==> src/rtl/swim_cmd_ctrl.sv <==
// swim_cmd_ctrl: host opcode sequencer driving the SWIM entry and frame engines.
// Define SWIM_TIMEOUT_EN to add a watchdog on every engine wait state.
module swim_cmd_ctrl #(
  parameter int MAX_RETRY      = 3,
  parameter int TIMEOUT_CYCLES = 480000
) (
  input  logic       clk,
  input  logic       reset,
  input  logic [7:0] cmd_data,
  input  logic       cmd_valid,
  output logic       cmd_ready,
  output logic [7:0] rsp_data,
  output logic       rsp_valid,
  input  logic       rsp_ready,
  output logic       entry_start,
  input  logic       entry_busy,
  output logic       tx_start,
  output logic [7:0] tx_data,
  output logic [3:0] tx_nbits,
  input  logic       tx_done,
  input  logic       tx_ack,
  output logic       rx_start,
  input  logic       rx_done,
  input  logic [7:0] rx_data,
  output logic       busy
);
  localparam int RW = $clog2(MAX_RETRY + 2);

  typedef enum logic [3:0] {
    IDLE, ARGS, ENTRY_WAIT, TX_ISSUE, TX_WAIT, RX_ISSUE,
    RX_WAIT, WDATA, RSP_DATA, RSP_STATUS, DRAIN
  } state_t;

  state_t        state, state_n;
  logic [1:0]    op, acnt, ph;
  logic [2:0]    fidx;
  logic [7:0]    n, ah, am, al, wbyte, bcnt, stat;
  logic [7:0]    code, frame;
  logic [RW-1:0] retry;
  logic          cmd_fire, rsp_fire, fail, finish, tmo;

  assign cmd_fire = cmd_valid && cmd_ready;
  assign rsp_fire = rsp_valid && rsp_ready;
  assign busy     = state != IDLE;

`ifdef SWIM_TIMEOUT_EN
  localparam int TW = $clog2(TIMEOUT_CYCLES + 1);
  logic [TW-1:0] wdog;
  logic          waiting;

  assign waiting = state inside {ENTRY_WAIT, TX_WAIT, RX_WAIT};
  assign tmo     = waiting && wdog == TW'(TIMEOUT_CYCLES - 1);

  always_ff @(posedge clk) begin
    if (reset || !waiting || state_n != state) wdog <= '0;
    else wdog <= wdog + TW'(1);
  end
`else
  assign tmo = 1'b0;
`endif

  // Frame 0 is the 3-bit SWIM command, then N/AH/AM/AL, then payload.
  always_comb begin
    frame = wbyte;
    case (fidx)
      3'd0:    frame = {5'b0, 1'b0, op == 2'd3, op == 2'd2};
      3'd1:    frame = n;
      3'd2:    frame = ah;
      3'd3:    frame = am;
      3'd4:    frame = al;
      default: frame = wbyte;
    endcase
  end

  always_comb begin
    state_n = state;
    fail    = 1'b0;
    finish  = 1'b0;
    code    = 8'h00;
    case (state)
      IDLE: if (cmd_fire) begin
        if (cmd_data == 8'h00) state_n = ENTRY_WAIT;
        else if (cmd_data == 8'h01) state_n = TX_ISSUE;
        else if (cmd_data == 8'h02 || cmd_data == 8'h03) state_n = ARGS;
        else begin
          finish = 1'b1;
          code   = 8'hF0;
        end
      end
      ARGS: if (cmd_fire && acnt == 2'd3) begin
        if (n == 8'd0) begin
          finish = 1'b1;
          code   = {6'b111100, op};
        end else state_n = TX_ISSUE;
      end
      ENTRY_WAIT: if (ph == 2'd3 && !entry_busy) begin
        finish = 1'b1;
        code   = 8'h80;
      end
      TX_ISSUE: state_n = TX_WAIT;
      TX_WAIT: if (tx_done) begin
        if (!tx_ack) begin
          if (retry == RW'(MAX_RETRY)) begin
            fail = 1'b1;
            code = {6'b111000, op};
          end else state_n = TX_ISSUE;
        end else if (op == 2'd1 || (fidx == 3'd5 && bcnt == 8'd0)) begin
          finish = 1'b1;
          code   = {6'b100000, op};
        end else if (fidx < 3'd4) state_n = TX_ISSUE;
        else if (fidx == 3'd4 && op == 2'd2) state_n = RX_ISSUE;
        else state_n = WDATA;
      end
      RX_ISSUE: state_n = RX_WAIT;
      RX_WAIT: if (rx_done) state_n = RSP_DATA;
      WDATA: if (cmd_fire) state_n = TX_ISSUE;
      RSP_DATA: if (rsp_fire) begin
        if (bcnt == 8'd0) begin
          finish = 1'b1;
          code   = {6'b100000, op};
        end else state_n = RX_ISSUE;
      end
      RSP_STATUS: if (rsp_fire) state_n = IDLE;
      DRAIN: if (cmd_fire && bcnt == 8'd1) begin
        finish = 1'b1;
        code   = stat;
      end
      default: state_n = IDLE;
    endcase
    if (tmo) begin
      finish = 1'b0;
      fail   = 1'b1;
      code   = {6'b110100, op};
    end
    // An aborted WOTF must swallow its unsent payload before reporting.
    if (fail && op == 2'd3 && bcnt != 8'd0) state_n = DRAIN;
    else if (fail || finish) state_n = RSP_STATUS;
  end

  always_ff @(posedge clk) begin
    if (reset) begin
      state       <= IDLE;
      op          <= 2'd0;
      acnt        <= 2'd0;
      ph          <= 2'd0;
      fidx        <= 3'd0;
      n           <= 8'd0;
      ah          <= 8'd0;
      am          <= 8'd0;
      al          <= 8'd0;
      wbyte       <= 8'd0;
      bcnt        <= 8'd0;
      stat        <= 8'd0;
      retry       <= '0;
      cmd_ready   <= 1'b0;
      rsp_data    <= 8'd0;
      rsp_valid   <= 1'b0;
      entry_start <= 1'b0;
      tx_start    <= 1'b0;
      tx_data     <= 8'd0;
      tx_nbits    <= 4'd0;
      rx_start    <= 1'b0;
    end else begin
      state       <= state_n;
      cmd_ready   <= state_n inside {IDLE, ARGS, WDATA, DRAIN};
      rsp_valid   <= state_n inside {RSP_DATA, RSP_STATUS};
      entry_start <= state == ENTRY_WAIT && ph == 2'd0;
      tx_start    <= state == TX_ISSUE;
      rx_start    <= state == RX_ISSUE;
      if (state_n == DRAIN && state != DRAIN) stat <= code;
      if (state_n == RSP_STATUS && (fail || finish)) rsp_data <= code;
      else if (state == RX_WAIT && state_n == RSP_DATA) rsp_data <= rx_data;
      case (state)
        IDLE: if (cmd_fire) begin
          op    <= cmd_data[1:0];
          acnt  <= 2'd0;
          ph    <= 2'd0;
          fidx  <= 3'd0;
          bcnt  <= 8'd0;
          retry <= '0;
        end
        ARGS: if (cmd_fire) begin
          acnt <= acnt + 2'd1;
          case (acnt)
            2'd0: n  <= cmd_data;
            2'd1: ah <= cmd_data;
            2'd2: am <= cmd_data;
            default: begin
              al   <= cmd_data;
              bcnt <= n;
            end
          endcase
        end
        ENTRY_WAIT: if (ph != 2'd3) ph <= ph + 2'd1;
        TX_ISSUE: begin
          tx_data  <= frame;
          tx_nbits <= (fidx == 3'd0) ? 4'd3 : 4'd8;
        end
        TX_WAIT: if (tx_done) begin
          if (tx_ack) begin
            retry <= '0;
            if (fidx != 3'd5) fidx <= fidx + 3'd1;
          end else retry <= retry + RW'(1);
        end
        RX_WAIT: if (rx_done) bcnt <= bcnt - 8'd1;
        WDATA, DRAIN: if (cmd_fire) begin
          wbyte <= cmd_data;
          bcnt  <= bcnt - 8'd1;
        end
        default: ;
      endcase
    end
  end
endmodule

==> config.mk <==
export PLATFORM = sky130hd
export DESIGN_NAME = swim_cmd_ctrl
export DESIGN_NICKNAME = d
export VERILOG_FILES = /design/src/rtl/swim_cmd_ctrl.sv
export SDC_FILE = /design/constraint.sdc
export NUM_CORES = 1
export LEC_CHECK = 0
export BUFFER_PORTS_ARGS = -buffer_cell sky130_fd_sc_hd__clkbuf_2
export CAP_MARGIN = 10
export CORE_MARGIN = 2
export CORE_UTILIZATION = 45
export CTS_CLUSTER_SIZE = 24
export DETAILED_ROUTE_END_ITERATION = 16
export PLACE_DENSITY = 0.66
export RECOVER_POWER = 100
export SLEW_MARGIN = 20
export SYNTH_ARGS = -nofsm -noshare
export SYNTH_HDL_FRONTEND = slang
export SYNTH_SLANG_ARGS = --single-unit
export TNS_END_PERCENT = 30
==> constraint.sdc <==
create_clock -name clk -period 3.93 [get_ports clk]
set_input_delay 0.5895 -clock clk [delete_from_list [all_inputs] [get_ports clk]]
set_output_delay 0.5895 -clock clk [all_outputs]
set_load 0.02 [all_outputs]
==> flow_summary.ini <==
[status]
status = finished, final reports clean

[timing]
tightest_slew_ps = 1390
fin_setup_tns_ps = 0
rsz0062_at_grt = false
fin_ws_ps = 798
relSlewSlack_pct = 7.31
report.final.slew_viol_count = 0
min_period_over_period_pct = 79.7
period_needed_ps = 3130
hold_viol = 0
max_freq_ghz = 0.319
setup_viol = 0
hold_ws_ps = 432
clock_skew_ps = 12.4

[placed_design]
post-dp-hpwl_um = 8820
placed_cells = 746
preCtsSetupSlack_ps = 1220
io_buffers = 48
gp_congestion = 0.929
dpl-instance-area_mm2 = 0.00498

[global_route]
antenna_found_initial = 0
overflow = 0
grt_pass1_vias = 4025
grt_util_all_layers_pct = 22.4
grt_pass1_wl_um = 20300
grt_max_degree = 60

[synth]
synth_area_mm2 = 0.00472
syn_inst = 594
yosysSeqAreaShare_pct = 40.3
synth_cell_type_count = 60
ys_seq_elements = 95
yosysTopAreaCell = dfxtp_1
synth.most_common_cell = dfxtp_1
yosysTopAreaCellShare_pct = 40.3
synthTopCellsByArea = dfxtp_1, a21oi_1, nand2_1
syn_area_per_cell_um2 = 7.94
synth_edf_count = 0
synth_common_cells = dfxtp_1, nand2_1, a21oi_1, nor2_1, nand3_1
synth-main-ff-cell = dfxtp_1
yosysWarnings = 0
syn_nets = 634
synthArstFlopShare_pct = 0

[drt]
avgRoutedWirePerCell_um = 16.1
final_antenna_net_count = 0
vias = 4388
dr.first_iter.drc_count = 313
wl_um = 12300
first_pass_iters = 6
via_per_inst = 5.76
drc = 0

[floorplan]
fp.coreArea_mm2 = 0.0102
rows = 37
fp.dieW_um = 106
start_util_pct = 46.1
die_h_um = 106
die_area_mm2 = 0.0113
io_pins = 50

[clock_tree]
htree_levels = 3
cts_resized = 0
clk_path_buf_depth = 2
cts_tree = done
insertion_delay_ps = 370
cts-hold-fix-buffers = 0
path_clk_slew_ps = 100
root_buffer = clkbuf_8
numCtsBuffers = 9
cts.sinks = 95
post_cts_buffers = 0

[worst_setup_path]
slowest_stage = nor4b_1
critical_path_required_ps = 4180
worstSetupEndpointType = register
cp_data_arrival_time_ps = 3380
path_cells = nor4b_1 -> nand2_2 -> or2_0 -> or3_1 -> nand2_1 -> a21oi_1 -> a2111oi_0
slowest_delay_ps = 700
critPathLaunchType = register
critPathTopFamily = simple AND/OR/NAND/NOR gates
critPathBufInv = 0
path_max_fanout = 16
rr_worst_depth = 7
cp.depth = 7
crit_type = reg -> reg

[power]
power_mw = 1.82
peakVddDrop_mv = 0.152
p_per_area_mw_per_mm2 = 359
p_leak_nw = 1.80

[worst_hold_path]
hold_path_class = in -> reg
holdPathStages = 3

[final_layout]
stdcell_count = 762
fin_nets = 661
fillers = 1026
insertedDiodeCount = 0
fin_area_mm2 = 0.00506
area_delta_synth_final_pct = 7.27
post-route-util_pct = 49.5
layout-drive-gt1-share_pct = 7.83

[job]
maxCapViolations = 0
worst min-delay path, stage by stage:
cell and delay, ps:
clkbuf_2 80, nand2_1 40, a21oi_1 50
cells by family (layout without fill, tap and decap cells):
logic type | Yosys count | in the layout | synth area share (%)
muxes | 10 | 10 | 2.12
AOI/OAI and AO/OA | 149 | 149 | 20.1
adders and majority gates | 16 | 16 | 4.24
other | 1 | 1 | 0.0795
xor gates and xnor gates | 1 | 1 | 0.186
DFF | 95 | 95 | 40.3
buffers and inverters | 55 | 87 | 5.17
and+or+nand+nor | 267 | 267 | 27.8
sequential cells by signal (all words and copies together), names as in the netlist:
register and flops:
acnt 2, ah 8, al 8, am 8, bcnt 8, cmd_ready 1
entry_start 1, fidx 3, n 8, op 2, ph 2, retry 3
rsp_data 8, rsp_valid 1, rx_start 1, stat 8, state 4, tx_data 8
tx_nbits 2, tx_start 1, wbyte 8
power by group:
part           internal, mW  switching, mW  total, mW  leakage (nW)
combinational        0.0637          0.139      0.203         0.948
sequential            0.980         0.0270       1.01         0.767
clock                 0.237          0.369      0.606        0.0879
placed cells by master, fill, tap and decap left out, drive strengths merged, types with 4 or more instances in the layout:
| master | count |
|---|---|
| a211oi | 7 |
| a21oi | 70 |
| a221oi | 8 |
| a22oi | 20 |
| and2 | 5 |
| and3 | 8 |
| clkbuf | 59 |
| dfxtp | 95 |
| ha | 16 |
| inv | 22 |
| mux2i | 10 |
| nand2 | 90 |
| nand3 | 30 |
| nor2 | 69 |
| nor2b | 6 |
| nor3 | 24 |
| nor4 | 8 |
| o211ai | 4 |
| o21ai | 21 |
routing by layer:
| metal | vias up | part of all wire, % | GRT usage, % |
|---|---|---|---|
| met3 | 21 | 6.4 | 4.78 |
| met2 | 163 | 45 | 34.2 |
| met5 | - | 0 | 0 |
| li1 | 2155 | - | - |
| met4 | 0 | 1.3 | 7.05 |
| met1 | 2049 | 48 | 31.5 |
final timing paths:
path / end / startpoint / slack, ps
worst max-delay path: rsp_data[2] / state[2] / 800
worst min-delay path: rsp_data[0] / rx_data[0] / 430
worst max register to register: rsp_data[2] / state[2] / 800
worst min register to register: am[2] / am[2] / 460
cell type report:
type                       count  area [um^2]  area share, %
tap                          136          170           3.36
inverter                      19         71.3           1.41
timing repair buffer          52          231           4.57
clock inverter                 7         53.8           1.06
clock buffer                   9          124           2.45
sequential                    95         1900           37.6
multi-input combinational    444         2510           49.6
(Power assumes the default switching activity.)
